[src/rtl/uart_pkg.sv]
// uart_pkg: state encodings, parity constants and parity helper shared by uart_core
package uart_pkg;
  typedef enum logic [2:0] {TX_IDLE, TX_START, TX_DATA, TX_PARITY, TX_STOP} tx_state_e;
  typedef enum logic [2:0] {RX_IDLE, RX_START, RX_DATA, RX_PARITY, RX_STOP} rx_state_e;
  localparam logic PAR_EVEN = 1'b0;
  localparam logic PAR_ODD = 1'b1;
  localparam int MAX_D_W = 9;
  function automatic logic parity_bit(input logic [MAX_D_W-1:0] data, input logic odd);
    return (^data) ^ (odd == PAR_ODD);
  endfunction
endpackage

[src/rtl/uart_tick_gen.sv]
// uart_tick_gen: free-running oversampling tick, one pulse every divisor+1 clk cycles
module uart_tick_gen #(
  parameter int DIV_W = 16
) (
  input  logic             clk,
  input  logic             rst,
  input  logic [DIV_W-1:0] divisor,
  output logic             tick
);
  logic [DIV_W-1:0] cnt_q, cnt_d;
  always_comb begin
    tick = cnt_q == divisor;
    cnt_d = cnt_q >= divisor ? '0 : cnt_q + 1'b1;
  end
  always_ff @(posedge clk) begin
    cnt_q <= rst ? cnt_d : '0;
  end
endmodule

[src/rtl/uart_core.sv]
// uart_core: full-duplex UART engine (tick gen, TX serializer, RX deserializer); UART_LOOPBACK_EN adds the loopback port
module uart_core
  import uart_pkg::*;
#(
  parameter int D_W = 8,
  parameter int B_TICK = 16,
  parameter int DIV_W = 16
) (
  input  logic             clk,
  input  logic             rst,
  input  logic [DIV_W-1:0] divisor,
  input  logic             parity_en,
  input  logic             parity_odd,
  input  logic             two_stop,
  input  logic [D_W-1:0]   tx_data,
  input  logic             tx_valid,
  output logic             tx_ready,
  output logic             txd,
  output logic             tx_busy,
  input  logic             rxd,
  output logic [D_W-1:0]   rx_data,
  output logic             rx_valid,
  input  logic             rx_ready,
  output logic             rx_parity_err,
  output logic             rx_frame_err,
  output logic             rx_overrun
`ifdef UART_LOOPBACK_EN
  ,
  input  logic             loopback
`endif
);
  localparam int BW = $clog2(D_W);
  localparam int TW = $clog2(B_TICK);
  localparam logic [BW-1:0] BIT_LAST = BW'(D_W - 1);
  localparam logic [TW-1:0] TK_LAST = TW'(B_TICK - 1);
  localparam logic [TW-1:0] TK_HALF = TW'(B_TICK / 2 - 1);
  logic tick, tx_bit, tx_end, rx_in, rx_half, rx_end, rx_done, rx_take, rx_load, lb_q;
  tx_state_e tx_st_q, tx_st_d;
  rx_state_e rx_st_q, rx_st_d;
  logic [TW-1:0] tx_tk_q, tx_tk_d, rx_tk_q, rx_tk_d;
  logic [BW-1:0] tx_bit_q, tx_bit_d, rx_bit_q, rx_bit_d;
  logic [D_W-1:0] tx_sh_q, tx_sh_d, rx_sh_q, rx_sh_d, rx_data_q, rx_data_d;
  logic tx_pen_q, tx_pen_d, tx_par_q, tx_par_d, tx_two_q, tx_two_d, tx_stop2_q, tx_stop2_d;
  logic rx_pen_q, rx_pen_d, rx_odd_q, rx_odd_d, rx_perr_q, rx_perr_d;
  logic sync1_q, sync1_d, sync2_q, sync2_d;
  logic rx_valid_q, rx_valid_d, rx_parity_err_q, rx_parity_err_d;
  logic rx_frame_err_q, rx_frame_err_d, rx_overrun_q, rx_overrun_d;
  uart_tick_gen #(.DIV_W(DIV_W)) u_tick (
    .clk(clk),
    .rst(rst),
    .divisor(divisor),
    .tick(tick)
  );
`ifdef UART_LOOPBACK_EN
  logic lb_d;
  always_comb begin
    lb_d = (tx_st_q == TX_IDLE && rx_st_q == RX_IDLE) ? loopback : lb_q;
  end
  always_ff @(posedge clk) begin
    lb_q <= rst ? lb_d : 1'b0;
  end
`else
  assign lb_q = 1'b0;
`endif
  always_comb begin
    tx_ready = tx_st_q == TX_IDLE && rst;
    tx_busy = tx_st_q != TX_IDLE;
    tx_end = tick && tx_tk_q == TK_LAST;
    tx_st_d = tx_st_q;
    tx_tk_d = tx_end ? '0 : tx_tk_q + TW'(tick);
    tx_bit_d = tx_bit_q;
    tx_sh_d = tx_sh_q;
    tx_pen_d = tx_pen_q;
    tx_par_d = tx_par_q;
    tx_two_d = tx_two_q;
    tx_stop2_d = tx_stop2_q;
    case (tx_st_q)
      TX_IDLE: if (tx_valid && tx_ready) begin
        tx_st_d = TX_START;
        tx_tk_d = '0;
        tx_sh_d = tx_data;
        tx_pen_d = parity_en;
        tx_par_d = parity_bit(MAX_D_W'(tx_data), parity_odd);
        tx_two_d = two_stop;
        tx_stop2_d = 1'b0;
      end
      TX_START: if (tx_end) begin
        tx_st_d = TX_DATA;
        tx_bit_d = '0;
      end
      TX_DATA: if (tx_end) begin
        tx_sh_d = tx_sh_q >> 1;
        tx_bit_d = tx_bit_q + 1'b1;
        if (tx_bit_q == BIT_LAST) tx_st_d = tx_pen_q ? TX_PARITY : TX_STOP;
      end
      TX_PARITY: if (tx_end) tx_st_d = TX_STOP;
      TX_STOP: if (tx_end) begin
        tx_stop2_d = 1'b1;
        tx_st_d = (tx_two_q && !tx_stop2_q) ? TX_STOP : TX_IDLE;
      end
      default: tx_st_d = TX_IDLE;
    endcase
    tx_bit = tx_st_q == TX_START ? 1'b0 : tx_st_q == TX_DATA ? tx_sh_q[0] :
             tx_st_q == TX_PARITY ? tx_par_q : 1'b1;
    txd = tx_bit | lb_q;
  end
  always_comb begin
    sync1_d = lb_q ? tx_bit : rxd;
    sync2_d = sync1_q;
    rx_in = sync2_q;
    rx_half = tick && rx_tk_q == TK_HALF;
    rx_end = tick && rx_tk_q == TK_LAST;
    rx_done = 1'b0;
    rx_st_d = rx_st_q;
    rx_tk_d = rx_tk_q + TW'(tick);
    rx_bit_d = rx_bit_q;
    rx_sh_d = rx_sh_q;
    rx_pen_d = rx_pen_q;
    rx_odd_d = rx_odd_q;
    rx_perr_d = rx_perr_q;
    case (rx_st_q)
      RX_IDLE: if (!rx_in) begin
        rx_st_d = RX_START;
        rx_tk_d = '0;
        rx_pen_d = parity_en;
        rx_odd_d = parity_odd;
        rx_perr_d = 1'b0;
      end
      RX_START: if (rx_half) begin
        rx_st_d = rx_in ? RX_IDLE : RX_DATA;
        rx_tk_d = '0;
        rx_bit_d = '0;
      end
      RX_DATA: if (rx_end) begin
        rx_tk_d = '0;
        rx_sh_d = {rx_in, rx_sh_q[D_W-1:1]};
        rx_bit_d = rx_bit_q + 1'b1;
        if (rx_bit_q == BIT_LAST) rx_st_d = rx_pen_q ? RX_PARITY : RX_STOP;
      end
      RX_PARITY: if (rx_end) begin
        rx_tk_d = '0;
        rx_perr_d = rx_in != parity_bit(MAX_D_W'(rx_sh_q), rx_odd_q);
        rx_st_d = RX_STOP;
      end
      RX_STOP: if (rx_end) begin
        rx_done = 1'b1;
        rx_st_d = RX_IDLE;
      end
      default: rx_st_d = RX_IDLE;
    endcase
    rx_take = rx_valid_q && rx_ready;
    rx_load = rx_done && (!rx_valid_q || rx_take);
    rx_valid_d = rx_load || (rx_valid_q && !rx_take);
    rx_data_d = rx_load ? rx_sh_q : rx_data_q;
    rx_parity_err_d = rx_load ? rx_perr_q : rx_parity_err_q;
    rx_frame_err_d = rx_load ? !rx_in : rx_frame_err_q;
    rx_overrun_d = rx_done && rx_valid_q && !rx_take;
  end
  always_ff @(posedge clk) begin
    if (!rst) begin
      tx_st_q <= TX_IDLE;
      tx_tk_q <= '0;
      tx_bit_q <= '0;
      tx_sh_q <= '0;
      tx_pen_q <= 1'b0;
      tx_par_q <= 1'b0;
      tx_two_q <= 1'b0;
      tx_stop2_q <= 1'b0;
      rx_st_q <= RX_IDLE;
      rx_tk_q <= '0;
      rx_bit_q <= '0;
      rx_sh_q <= '0;
      rx_pen_q <= 1'b0;
      rx_odd_q <= PAR_EVEN;
      rx_perr_q <= 1'b0;
      sync1_q <= 1'b1;
      sync2_q <= 1'b1;
      rx_data_q <= '0;
      rx_valid_q <= 1'b0;
      rx_parity_err_q <= 1'b0;
      rx_frame_err_q <= 1'b0;
      rx_overrun_q <= 1'b0;
    end else begin
      tx_st_q <= tx_st_d;
      tx_tk_q <= tx_tk_d;
      tx_bit_q <= tx_bit_d;
      tx_sh_q <= tx_sh_d;
      tx_pen_q <= tx_pen_d;
      tx_par_q <= tx_par_d;
      tx_two_q <= tx_two_d;
      tx_stop2_q <= tx_stop2_d;
      rx_st_q <= rx_st_d;
      rx_tk_q <= rx_tk_d;
      rx_bit_q <= rx_bit_d;
      rx_sh_q <= rx_sh_d;
      rx_pen_q <= rx_pen_d;
      rx_odd_q <= rx_odd_d;
      rx_perr_q <= rx_perr_d;
      sync1_q <= sync1_d;
      sync2_q <= sync2_d;
      rx_data_q <= rx_data_d;
      rx_valid_q <= rx_valid_d;
      rx_parity_err_q <= rx_parity_err_d;
      rx_frame_err_q <= rx_frame_err_d;
      rx_overrun_q <= rx_overrun_d;
    end
  end
  assign rx_data = rx_data_q;
  assign rx_valid = rx_valid_q;
  assign rx_parity_err = rx_parity_err_q;
  assign rx_frame_err = rx_frame_err_q;
  assign rx_overrun = rx_overrun_q;
endmodule

[config.mk]
export PLATFORM = sky130hd
export DESIGN_NAME = uart_core
export DESIGN_NICKNAME = d
export VERILOG_FILES = /design/src/rtl/uart_pkg.sv /design/src/rtl/uart_tick_gen.sv /design/src/rtl/uart_core.sv
export SDC_FILE = /design/constraint.sdc
export NUM_CORES = 1
export LEC_CHECK = 0
export ABC_AREA = 1
export BUFFER_PORTS_ARGS = -buffer_cell sky130_fd_sc_hd__buf_2
export CAP_MARGIN = 10
export CORE_MARGIN = 2
export CORE_UTILIZATION = 60
export CTS_BUF_LIST = sky130_fd_sc_hd__clkbuf_8
export DETAILED_ROUTE_END_ITERATION = 10
export GPL_TIMING_DRIVEN = 0
export PLACE_DENSITY = 0.86
export SLEW_MARGIN = 5
export SYNTH_ARGS = -nofsm -noshare
export SYNTH_HDL_FRONTEND = slang
export SYNTH_SLANG_ARGS = --single-unit
[constraint.sdc]
create_clock -name clk -period 3.6 [get_ports clk]
set_clock_uncertainty 0.2 [all_clocks]
set_input_delay 0.54 -clock clk [delete_from_list [all_inputs] [get_ports clk]]
set_output_delay 0.54 -clock clk [all_outputs]
set_load 0.02 [all_outputs]
[Yosys cells after proc, flatten, opt, wreduce, memory -nomap -nowiden]
Cells that the tools add are included.
Storage, ports and cells
  word-level logic and storage cells: 144
  flip-flop bits (word level): 73
  output and inout bits: 15
Cells by class
  bitwise operators: 4
  muxes and demuxes: 45
  magnitude comparators: 1
  equality and inequality tests: 27
  reductions and logical operators: 39
  add/sub/neg operators: 5
Operator list (number)
  $mux W3: 19
  $pmux W3 S5: 2
  $mux W4: 6
  $ne A2 B2 Y1 const B: 11
  $reduce_xor A9 Y1: 2
  $add A16 B1 Y16 const B: 1
  $eq A16 B16 Y1: 1
  $ge A16 B16 Y1: 1
  $mux W8: 2
  $pmux W8 S2: 1
  $reduce_and A3 Y1: 5
  $eq A3 B2 Y1 const B: 4
  $eq A3 B3 Y1 const B: 4
  $pmux W3 S2: 2
  $pmux W4 S3: 1
  $reduce_and A6 Y1: 2
  $logic_and A1 B1 Y1: 11
  $reduce_bool A2 Y1: 5
  $mux W1: 9
  $add A4 B1 Y4: 2
  $eq A4 B4 Y1 const B: 2
  $add A3 B1 Y3 const B: 2
  $eq A3 B1 Y1 const B: 2
  $logic_not A3 Y1: 2
  12 further kinds: 22

[Depth between registers and ports, before layout]
Gate-level depths: netlist (run 1).
  word-level depth: 6
  depth in mapped cells: 12
  gate-level depth less buffers: 12

[Hierarchy]
A second synthesis (run 1) with hierarchy kept.
Unflattened totals
  cells, all modules: 585
  area total of the unflattened synthesis: 4025.1 µm²
Modules (own cells, without submodules)
  uart_core: sequential area each 1141.1 µm², cells each 410, area an instance 2808.9 µm², times used 1
  uart_tick_gen: sequential area each 320.3 µm², cells each 175, area an instance 1216.2 µm², times used 1

[Worst setup path before layout (run 1)]
OpenSTA, ideal clock, no wires.
  path kind: input port to flip-flop
  start: in divisor[15]
  end: reg rx_tk_q[2]
  slack: 1.415 ns
  library setup time: 0.064 ns
  arrival time: 1.921 ns
  stages: 11
  cells stage by stage: inv_1 -> ha_1 -> nand2_2 -> nor2_4 -> nand2_4 -> nor2_8 -> ha_1 -> ha_1 -> xor2_1 -> nand2_1 -> nor2_1
On the way
  cells in the longest elaborated chain, start to end: 4
  elaborated cells on any way between the ends: 8
  those cells by class: 1 x add/sub; 1 x eq/ne; 4 x mux; 2 x reduce/logical
Ends and longest elaborated chain
  start, declared: RTL line uart_core.sv:11  | input logic [DIV_W-1:0] divisor,
  $eq A16 B16 Y1 (*): RTL line uart_tick_gen.sv:12  | tick = cnt_q == divisor;
  $add A4 B1 Y4, or another cell as far along: RTL line uart_core.sv:115  | rx_tk_d = rx_tk_q + TW'(tick);
  $mux W4, on equally long branches
  $pmux W4 S3 (*): RTL line uart_core.sv:121  | case (rx_st_q)
  end signal, assigned: RTL line uart_core.sv:193  | rx_tk_q <= rx_tk_d;
  end, declared: RTL line uart_core.sv:40  | logic [TW-1:0] tx_tk_q, tx_tk_d, rx_tk_q, rx_tk_d;
Mark *: on every way between the ends. The rest lies on a longest branch, timed or not.
A chain may end at the register's enable or synchronous reset.

[Worst setup path after layout (run 1)]
  start: reg tx_st_q[2]
  end: out txd
On the way
  cells in the longest elaborated chain, start to end: 4
  elaborated cells on any way between the ends: 6
  those cells by class: 3 x eq/ne; 3 x mux
Ends and longest elaborated chain
  start, declared: RTL line uart_core.sv:38  | tx_state_e tx_st_q, tx_st_d;
  start signal, assigned: RTL line uart_core.sv:184  | tx_st_q <= tx_st_d;
  $eq A3 B2 Y1: RTL line uart_core.sv:104  | tx_st_q == TX_PARITY ? tx_par_q : 1'b1;
  $mux W1: RTL line uart_core.sv:104
  $mux W1: RTL line uart_core.sv:103  | tx_bit = tx_st_q == TX_START ? 1'b0 : tx_st_q == TX_DATA ? tx_sh_q[0] :
  $mux W1 (*): RTL line uart_core.sv:103
  end, declared: RTL line uart_core.sv:18  | output logic txd,
Marked as above.

==> results_dict.tcl, run 1 <==
set metrics [dict create \
    run_status "finished clean" \
    drive_above_1_share_pct 16.06 \
    post_drt_wl_per_cell_um 12.57 \
    vias_per_cell 5.282 \
    fin_setup_tns_ns 0 \
    io_buffers 46 \
    yosysTopAreaCell "dfxtp_1" \
    maxSlewHeadroom_pct 65.37 \
    hold_path.class "flop to flop" \
    cp_cell_sequence "nor2_1 -> nand2_1 -> buf_2 -> o221ai_1 -> inv_1 -> buf_2" \
    fillers 487 \
    cpMaxStageDelayCell "dfxtp_1" \
    die_h_um 84.91 \
    grt_start_max_net_pins 13 \
    crit_type "flop to output pin" \
    synth.area.top_cells "dfxtp_1 (37%), nand2_1 (12%), ha_1 (8.0%)" \
    hold_viol 0 \
    p_switching_uw 772.7 \
    async_flop_share_pct 0 \
    design.die.area_um2 7209 \
    vdd_drop_max_v 0.0003787 \
    syn_area_per_cell_um2 7.233 \
    dp_cells 666 \
    worst_pin_slew_ns 0.5194 \
    cp_common_cell "buf_2" \
    antenna_found_initial 0 \
    finalNonFillerCells 681 \
    yosysSeqAreaShare_pct 37.21 \
    start_util_pct 61.85 \
    combPwrFrac_pct 26.4 \
    power_leakage_nw 2.170 \
    synthesis.area_um2 3928 \
    post-cts-setup-buffer-count 0 \
    rows 29 \
    ys_warn_count 0 \
    cts.path.max_buffers 2 \
    die_w_um 84.91 \
    cts_tree "yes" \
    crit_fanout 10 \
    place.gp.congestion 0.8429 \
    post-route-period-util_pct 68.74 \
    cpPeakStageDelay_ns 0.34 \
    post_cts_resized 0 \
    worstPathRequired_ns 2.86 \
    num-nets-final 657 \
    power_density_nw_per_um2 519.2 \
    numCtsBuffers 9 \
    p_int_mw 1.561 \
    postCtsHoldBufs 0 \
    p_seq_share_pct 40.0 \
    postSynthCellCount 543 \
    synth_top_area_share_pct 37.21 \
    cp-start-kind "flop" \
    clk_latency_ns 0.35 \
    worstPathArrival_ns 1.73 \
    drt_first_pass_iters 6 \
    io_pins 47 \
    yosys_register_bits 73 \
    holdPathStages 1 \
    crit_buf_inv 3 \
    period_needed_ns 2.475 \
    finalSetupViolCount 0 \
    grt_pass1_vias 3509 \
    drtIter0Drc 204 \
    syn_nets 600 \
    dp_hpwl_um 6278 \
    max-cap-violations 0 \
    coreArea_um2 6350 \
    final-max-slew-violation-count 0 \
    cp.depth 6 \
    synth_cell_types 36 \
    clkTransAtPathRegs_ns 0.08 \
    root_buffer "clkbuf_8" \
    cp-end-kind "output pin" \
    rsz0062_at_grt "false" \
    reg2regPathDepth 10 \
    area_growth_syn_to_layout_pct 14.46 \
    overflow 0 \
    synth_edf_count 0 \
    synth_ff_type "dfxtp_1" \
    grt_pass1_wl_um 14750 \
    num_vias 3597 \
    antenna_cells 0 \
    drc 0 \
    antenna_left 0 \
    fmax_mhz 404.1 \
    wirelength_um 8563 \
    power_frac_clock_pct 33.6 \
    cts_htree_levels 3 \
    grt.total_usage_pct 25.09 \
    cts.sinks 73 \
    switching_share_pct 33.11 \
    path_delay_family "buffers and inverters" \
]
-- cell families (layout without fill, tap and decap cells) --
family	count (synthesis)	count (layout)	synth area share [%]
and+or+nand+nor	264	264	30.71
xor gates and xnor gates	25	25	5.575
DFF	73	73	37.21
AOI/OAI and AO/OA	76	76	10.29
adders and majority gates	25	25	7.964
buffers and inverters	80	141	8.251
-- per-stage QoR --
step	cell area (um2)	setup WS, ns	utilization [%]	power, mW	hold slack, ns
2_1_floorplan	3928	1.415	-	1.398	0.1925
3_3_place_gp	4254	1.207	67.00	1.506	0.1989
3_5_place_dp	4254	1.130	67.00	1.538	0.1976
4_1_cts	4496	1.151	70.80	2.329	0.2161
5_1_grt	4496	1.002	70.80	2.465	0.2097
6_report	4496	1.125	70.80	2.334	0.2133
-- state kept, by name, indices dropped and copies added (netlist names), 3 cells and up --
register / cells
rx_st_q: 3
tx_tk_q: 4
tx_bit_q: 3
tx_sh_q: 8
rx_data: 8
rx_sh_q: 8
rx_tk_q: 4
u_tick.cnt_q: 16
tx_st_q: 3
rx_bit_q: 3
-- layout by cell type, fill, tap and decap left out, types with 2 or more instances in the layout --
cell,count
nand2_4,3
nor3_1,13
o21ai_0,22
a21oi_1,41
ha_1,25
nor2_1,66
o21ai_1,4
buf_6,2
nand2_1,121
a21boi_0,3
nor2_2,2
or2_2,5
inv_1,65
clkbuf_1,3
bufinv_16,3
xor2_1,12
buf_2,50
o21bai_1,2
inv_2,3
clkbuf_8,10
nand4_1,5
xnor2_1,13
nand3_1,32
nand2_2,7
dfxtp_1,73
nor2_4,4
nor3_2,2
-- layout make-up --
cell class	instances	area, um2	share of cell area [%]
multi-input cells	390	2142	47.65
well taps	77	96.34	2.143
inverters	69	259.0	5.761
clock inverters	5	103.9	2.310
repair buffers	46	230.2	5.121
clock buffers	10	137.6	3.062
plain buffers	11	65.06	1.447
flip-flops and latches	73	1461	32.51
-- per-layer routing --
layer	part of all wire (%)	wire length [um]	up-vias	GRT usage, %
met3	3.1	268	20	3.696
met1	45	3837	1646	29.87
met4	2.4	208	0	10.68
met2	50	4248	83	44.95
met5	0	0	-	0
li1	-	-	1848	-
-- power by group through the flow --
stage | combinational (mW) | clock [mW] | sequential (mW)
floorplan | 0.461 | 0 | 0.937
CTS | 0.608 | 0.788 | 0.932
finish | 0.616 | 0.783 | 0.935
global placement | 0.559 | 0 | 0.947
detailed placement | 0.588 | 0 | 0.950
global route | 0.697 | 0.825 | 0.943
-- Yosys cell counts (4+ instances only) --
cell type    n
a21oi_1     41
inv_1       65
xor2_1      12
xnor2_1     13
o21ai_0     22
dfxtp_1     73
ha_1        25
nand2_1    121
nand2_2      7
nor2_4       4
nor3_1      13
or2_2        5
nand4_1      5
nand3_1     32
buf_2        4
nor2_1      66
o21ai_1      4
-- final timing paths --
check                   from          to  slack (ns)
max               tx_st_q[2]         txd        1.13
min                  sync1_q       rx_in        0.21
max reg2reg  u_tick.cnt_q[7]  tx_sh_q[4]        1.40
min reg2reg          sync1_q       rx_in        0.21
Power figures use the tool's default switching activity.
==> run 2, diff against run 1 <==
--- a/config.mk
+++ b/config.mk
@@ -5,15 +5,15 @@
 export SDC_FILE = /design/constraint.sdc
 export NUM_CORES = 1
 export LEC_CHECK = 0
-export ABC_AREA = 1
+export ABC_AREA = 0
 export BUFFER_PORTS_ARGS = -buffer_cell sky130_fd_sc_hd__buf_2
 export CAP_MARGIN = 10
 export CORE_MARGIN = 2
-export CORE_UTILIZATION = 60
+export CORE_UTILIZATION = 54
 export CTS_BUF_LIST = sky130_fd_sc_hd__clkbuf_8
 export DETAILED_ROUTE_END_ITERATION = 10
 export GPL_TIMING_DRIVEN = 0
-export PLACE_DENSITY = 0.86
+export PLACE_DENSITY = 0.82
 export SLEW_MARGIN = 5
 export SYNTH_ARGS = -nofsm -noshare
 export SYNTH_HDL_FRONTEND = slang
==> constraint.sdc (replaced) <==
create_clock -name clk -period 2.15 [get_ports clk]
set_clock_uncertainty 0.2 [all_clocks]
set_input_delay 0.3225 -clock clk [delete_from_list [all_inputs] [get_ports clk]]
set_output_delay 0.3225 -clock clk [all_outputs]
set_load 0.02 [all_outputs]
==> run 2 against run 1 <==
  * The flow now finishes with violations (negative setup slack)
  * Die area is 7.0% higher
  * Final cell count shrank 10%
  * Area after synthesis shrank 3.4%
  * Total power increased by 23%
  * Wire length increased by 26%
  * Count of clock-buffer cells in the layout fell by 1
  * Critical endpoint is now rx_bit_q[2]
==> results_dict.tcl, run 2 <==
set metrics [dict create \
    run_status "finished with violations" \
    violations "negative setup slack" \
    synth_ff_type "dfxtp_1" \
    yosysSeqAreaShare_pct 38.52 \
    yosys_register_bits 73 \
    max-cap-violations 0 \
    final-max-slew-violation-count 0 \
    rows 30 \
    antenna_left 0 \
    area_growth_syn_to_layout_pct 34.23 \
    overflow 0 \
    io_buffers 45 \
    layout_commonest_cell "dfxtp_1" \
    synth.most_common_cell "dfxtp_1" \
    crit_buf_inv 0 \
    cts.sinks 73 \
    grt_start_max_net_pins 14 \
    drive_above_1_share_pct 33.91 \
    vias_per_cell 5.832 \
    finalSetupViolCount 66 \
    cts_htree_levels 3 \
    async_flop_share_pct 0 \
    drt_first_pass_iters 5 \
    root_buffer "clkbuf_8" \
    ys_warn_count 0 \
    yosys-top-cells-count "dfxtp_1 (73), nor2_1 (41), mux2i_1 (33), nand2_1 (29), ha_1 (25)" \
    cp_cell_sequence "ha_4 -> nand4_1 -> or4_4 -> or2_4 -> nor3_4 -> mux2i_1" \
    design.die.area_um2 7711 \
    drc 0 \
    syn_nets 483 \
    cts.path.max_buffers 2 \
    multi_input_area_um2 2600 \
    synthesis.area_um2 3794 \
    antenna_cells 0 \
    cpPeakStageDelay_ns 0.63 \
    regMostFlops "u_tick.cnt_q" \
    syn_area_per_cell_um2 8.905 \
    num-nets-final 568 \
    post-route-period-util_pct 116.3 \
    fillers 407 \
    dp_hpwl_um 5983 \
    worst_pin_slew_ns 0.7831 \
    clkTransAtPathRegs_ns 0.08 \
    rsz0062_at_grt "true" \
    synth_edf_count 0 \
    num_vias 3569 \
    p_total_mw 2.871 \
    start_util_pct 55.84 \
    cp-start-kind "flop" \
    worstPathRequired_ns 2.21 \
    yosysTopAreaCell "dfxtp_1" \
    synth.area.top_cells "dfxtp_1 (39%), mux2i_1 (8.7%), ha_1 (8.2%)" \
    dp_slack_ns -0.5327 \
    io_pins 47 \
    drtIter0Drc 305 \
    post_drt_wl_per_cell_um 17.61 \
    vdd_drop_max_v 0.0004722 \
    maxSlewHeadroom_pct 47.68 \
    die_w_um 87.82 \
    period_needed_ns 2.501 \
    hold_path.class "input port to flop" \
    grt_pass1_wl_um 15640 \
    worstPathArrival_ns 2.56 \
    crit_fanout 5 \
    largest_reg_flops 16 \
    numCtsBuffers 9 \
    layout_common_cells "dfxtp_1 (61), buf_2 (47), nor2_1 (40)" \
    path_delay_family "simple AND/OR/NAND/NOR gates" \
    clk_latency_ns 0.35 \
    setup_ws_ns -0.3506 \
    crit_type "flop to flop" \
    antenna_found_initial 0 \
    grt_pass1_vias 3447 \
    hold_viol 0 \
    cpMaxStageDelayCell "or4_4" \
    die_h_um 87.82 \
    fmax_mhz 399.9 \
    synth_top_area_share_pct 38.52 \
    grt.total_usage_pct 25.76 \
    power_leakage_nw 2.126 \
    power_density_nw_per_um2 563.7 \
    wirelength_um 10780 \
    cts_tree "yes" \
    place.gp.congestion 0.8804 \
    postSynthCellCount 426 \
    cp-end-kind "flop" \
    synth_cell_types 54 \
    register_area_um2 1484 \
    coreArea_um2 6794 \
]
==> run 2: metal layers <==
layer  vias to the layer above  track usage [%]  wire, um  part of all wire (%)
met2                       143            44.08      5324                    49
li1                       1663                -         -                     -
met4                         0            9.650       427                   4.0
met3                        44            7.257       607                   5.6
met1                      1719            30.72      4418                    41
met5                         -                0         0                     0
==> run 2: worst paths after layout <==
check                           cells past startpoint     endpoint        startpoint  slack (ns)
worst max-delay path                                6  rx_bit_q[2]  u_tick.cnt_q[10]       -0.35
worst min-delay path                                3     tx_pen_q         parity_en       0.008
worst max register to register                      6  rx_bit_q[2]  u_tick.cnt_q[10]       -0.35
worst min register to register                      1        rx_in           sync1_q        0.22
==> run 2: what timing repair did <==
item / 4_1_cts / 5_1_grt
pin swaps: 21 / 20
hold buffers: 2 / 0
endpoints found under the setup margin: 65 / 68
cloned: 1 / 2
resized for setup: 43 / 63
hold endpoints to repair: 2 / 0
buffers inserted: 21 / 5
==> run 2: area by class of cell <==
class                   count  area share (%)
clock buffers               9           2.432
flip-flops and latches     73           29.14
multi-input cells         306           51.06
well taps                  96           2.359
plain buffers              21           2.260
inverters                  24           1.990
repair buffers             76           9.828
clock inverters             7          0.9337
==> run 2: through the flow <==
step	setup TNS (ns)	hold slack [ns]	util (%)	cells	cell area, um2
6_report	-16.80	0.008265	74.95	612	5092
5_1_grt	-21.42	0.01851	74.95	612	5092
4_1_cts	-13.28	0.001061	70.35	607	4780
3_5_place_dp	-23.25	0.1909	62.04	567	4215
3_3_place_gp	-21.46	0.1902	62.04	567	4215
2_1_floorplan	-3.211	0.1863	-	426	3870
==> run 2: kinds of logic (layout without fill, tap and decap cells) <==
kind of cell    after synthesis  count (layout)  share of synthesized area [%]
simple gates                155             155                          20.91
flops                        73              73                          38.52
compound gates               57              57                          10.26
buf+inv                      47             137                          5.046
xor+xnor                     36              36                          8.311
mux                          33              33                          8.707
fa+ha+maj                    25              25                          8.245
==> run 2: worst register-to-register path: stages, from the launching register on <==
cell     delay [ns]
dfxtp_2        0.35
ha_4           0.27
nand4_1        0.16
or4_4          0.63
or2_4          0.30
nor3_4         0.22
mux2i_1        0.28
==> run 2: where the power goes <==
part | switching (mW) | leakage (nW) | internal [mW]
registers | 0.0307 | 0.598 | 1.39
logic | 0.282 | 1.44 | 0.206
clock network | 0.540 | 0.0908 | 0.418
total | 0.853 | 2.13 | 2.02
==> run 3, diff against run 2 <==
--- a/config.mk
+++ b/config.mk
@@ -5,15 +5,15 @@
 export SDC_FILE = /design/constraint.sdc
 export NUM_CORES = 1
 export LEC_CHECK = 0
-export ABC_AREA = 0
+export ABC_AREA = 1
 export BUFFER_PORTS_ARGS = -buffer_cell sky130_fd_sc_hd__buf_2
 export CAP_MARGIN = 10
 export CORE_MARGIN = 2
-export CORE_UTILIZATION = 54
+export CORE_UTILIZATION = 55
 export CTS_BUF_LIST = sky130_fd_sc_hd__clkbuf_8
 export DETAILED_ROUTE_END_ITERATION = 10
 export GPL_TIMING_DRIVEN = 0
-export PLACE_DENSITY = 0.82
+export PLACE_DENSITY = 0.83
 export SLEW_MARGIN = 5
 export SYNTH_ARGS = -nofsm -noshare
 export SYNTH_HDL_FRONTEND = slang
==> run 3 against run 2 <==
  * The run now ends clean
  * Total power grew 36%
  * Highest routed layer unchanged
  * Largest power group unchanged
  * Register-to-register slack gained 0.37 ns
  * Via count grew 5.9%
  * Utilization shrank 3.8 points
  * Die area grew 1.6%
  * Worst setup slack gained 0.37 ns
  * First-iteration DRC count shrank 47%
  * Global-route usage shrank 2.7 points
  * Combinational power grew to 2.6 times the previous value
==> results_dict.tcl, run 3 (synthesis results as in run 1) <==
set metrics [dict create \
    cts_tree "yes" \
    clk_latency_ns 0.36 \
    p_int_mw 2.451 \
    p_switching_mw 1.453 \
    drc 0 \
    numCtsBuffers 9 \
    die_h_um 88.51 \
    max-cap-violations 0 \
    cp-start-kind "flop" \
    antenna_left 0 \
    rsz0062_at_grt "true" \
    antenna_cells 0 \
    hold_viol 0 \
    p_seq_share_pct 40.3 \
    vias_per_cell 5.287 \
    post-route-period-util_pct 98.89 \
    worst_pin_slew_ns 0.5203 \
    wirelength_um 9740 \
    run_status "finished clean" \
    drive_above_1_share_pct 25.20 \
    vdd_drop_max_v 0.0004193 \
    post_drt_wl_per_cell_um 13.62 \
    area_growth_syn_to_layout_pct 24.40 \
    dp_hpwl_um 6298 \
    dp_cells 685 \
    io_buffers 46 \
    hold_path.class "input port to flop" \
    power_frac_clock_pct 27.7 \
    switching_share_pct 37.22 \
    cts.sinks 73 \
    fmax_mhz 470.4 \
    start_util_pct 57.18 \
    crit_fanout 5 \
    drtIter0Drc 163 \
    drt_first_pass_iters 4 \
    largest_reg_flops 16 \
    final-max-slew-violation-count 0 \
    coreArea_um2 6869 \
    grt_start_max_net_pins 14 \
    regMostFlops "u_tick.cnt_q" \
    cts.path.max_buffers 2 \
    overflow 0 \
    io_pins 47 \
    rows 30 \
    antenna_found_initial 0 \
    num_vias 3780 \
    layout_commonest_cell "nand2_1" \
    fin_util_pct 71.13 \
    cp-end-kind "flop" \
    combPwrFrac_pct 31.9 \
    clkTransAtPathRegs_ns 0.08 \
    worstPathArrival_ns 2.22 \
    power_leakage_nw 2.260 \
    period_needed_ns 2.126 \
    crit_type "flop to flop" \
    layout_common_cells "nand2_1 (112), inv_1 (64), nor2_1 (62)" \
    place.gp.congestion 0.9155 \
    power_density_nw_per_um2 799.1 \
    grt_pass1_vias 3339 \
    die_w_um 88.51 \
    root_buffer "clkbuf_8" \
    finalSetupViolCount 0 \
    grt.total_usage_pct 23.05 \
    worstPathRequired_ns 2.24 \
    fin_setup_tns_ns 0 \
    maxSlewHeadroom_pct 65.31 \
    num-nets-final 671 \
    cts_htree_levels 3 \
    design.die.area_um2 7833 \
    finalNonFillerCells 715 \
    grt_pass1_wl_um 14180 \
]
## run 3: cell count changes in the layout (fill, tap and decap cells not counted), moves of 15 or more
cell,delta
a21oi_1,+28
inv_1,+47
mux2i_1,-32
nand2_1,+83
nor2_1,+22
o21ai_0,+15
## run 3: path summary, 6_finish.rpt
check / slack (ns) / depth (start not counted) / start / endpoint
worst max-delay path: 0.02 / 10 / u_tick.cnt_q[9] / rx_frame_err
worst min-delay path: 0.02 / 3 / parity_en / tx_pen_q
worst max register to register: 0.02 / 10 / u_tick.cnt_q[9] / rx_frame_err
worst min register to register: 0.23 / 1 / sync1_q / rx_in
## run 3: layout make-up
cell class              count  area (um2)
plain buffers              11       70.07
flip-flops and latches     73        1485
clock buffers               9       123.9
fillers                   541        1983
inverters                  69       259.0
well taps                  96       120.1
repair buffers             58       332.8
multi-input cells         392        2425
clock inverters             7       70.07
## run 3: what timing repair did
action,in CTS,in global routing
gates cloned,1,2
buffers inserted,0,9
endpoints found under the hold margin,2,0
pin swaps,4,22
hold buffers,2,0
gates resized for setup,6,62
endpoints found under the setup margin,14,57
## run 3: worst max-delay path: stages, from the launching register on
cell and delay [ns]:
dfxtp_1 0.35, ha_1 0.30, nand2_1 0.08, nor2_4 0.10, nand2_4 0.10, nor2_4 0.26
nand2_4 0.10, nor2_4 0.20, buf_6 0.14, nand3_1 0.07, a21oi_1 0.14
## run 3: metrics by stage
stage | hold WS, ns | cell area, um2 | total power, mW | worst slack (ns)
after detailed placement | 0.2029 | 4278 | 2.584 | -0.1040
after CTS | 0.009801 | 4521 | 3.688 | 0.003193
final | 0.01853 | 4886 | 3.904 | 0.02395
after global routing | 0.04562 | 4886 | 4.105 | -0.04232
after global placement | 0.2074 | 4278 | 2.532 | -0.03181
after floorplan | 0.1925 | 3928 | 2.340 | 0.1824
## run 3: routing by layer
metal / GRT usage, % / wire (um) / up-vias
met2: 41.15 / 4954 / 106
met1: 27.24 / 4175 / 1776
met5: 0 / 0 / -
li1: - / - / 1880
met3: 3.545 / 423 / 18
met4: 10.33 / 187 / 0
## run 3: power groups by stage
stage / Clock, mW / Sequential, mW / Combinational [mW]
after floorplan: 0 / 1.57 / 0.772
after global placement: 0 / 1.58 / 0.948
after detailed placement: 0 / 1.59 / 0.994
after CTS: 1.09 / 1.56 / 1.03
after global routing: 1.15 / 1.59 / 1.36
final: 1.08 / 1.57 / 1.25
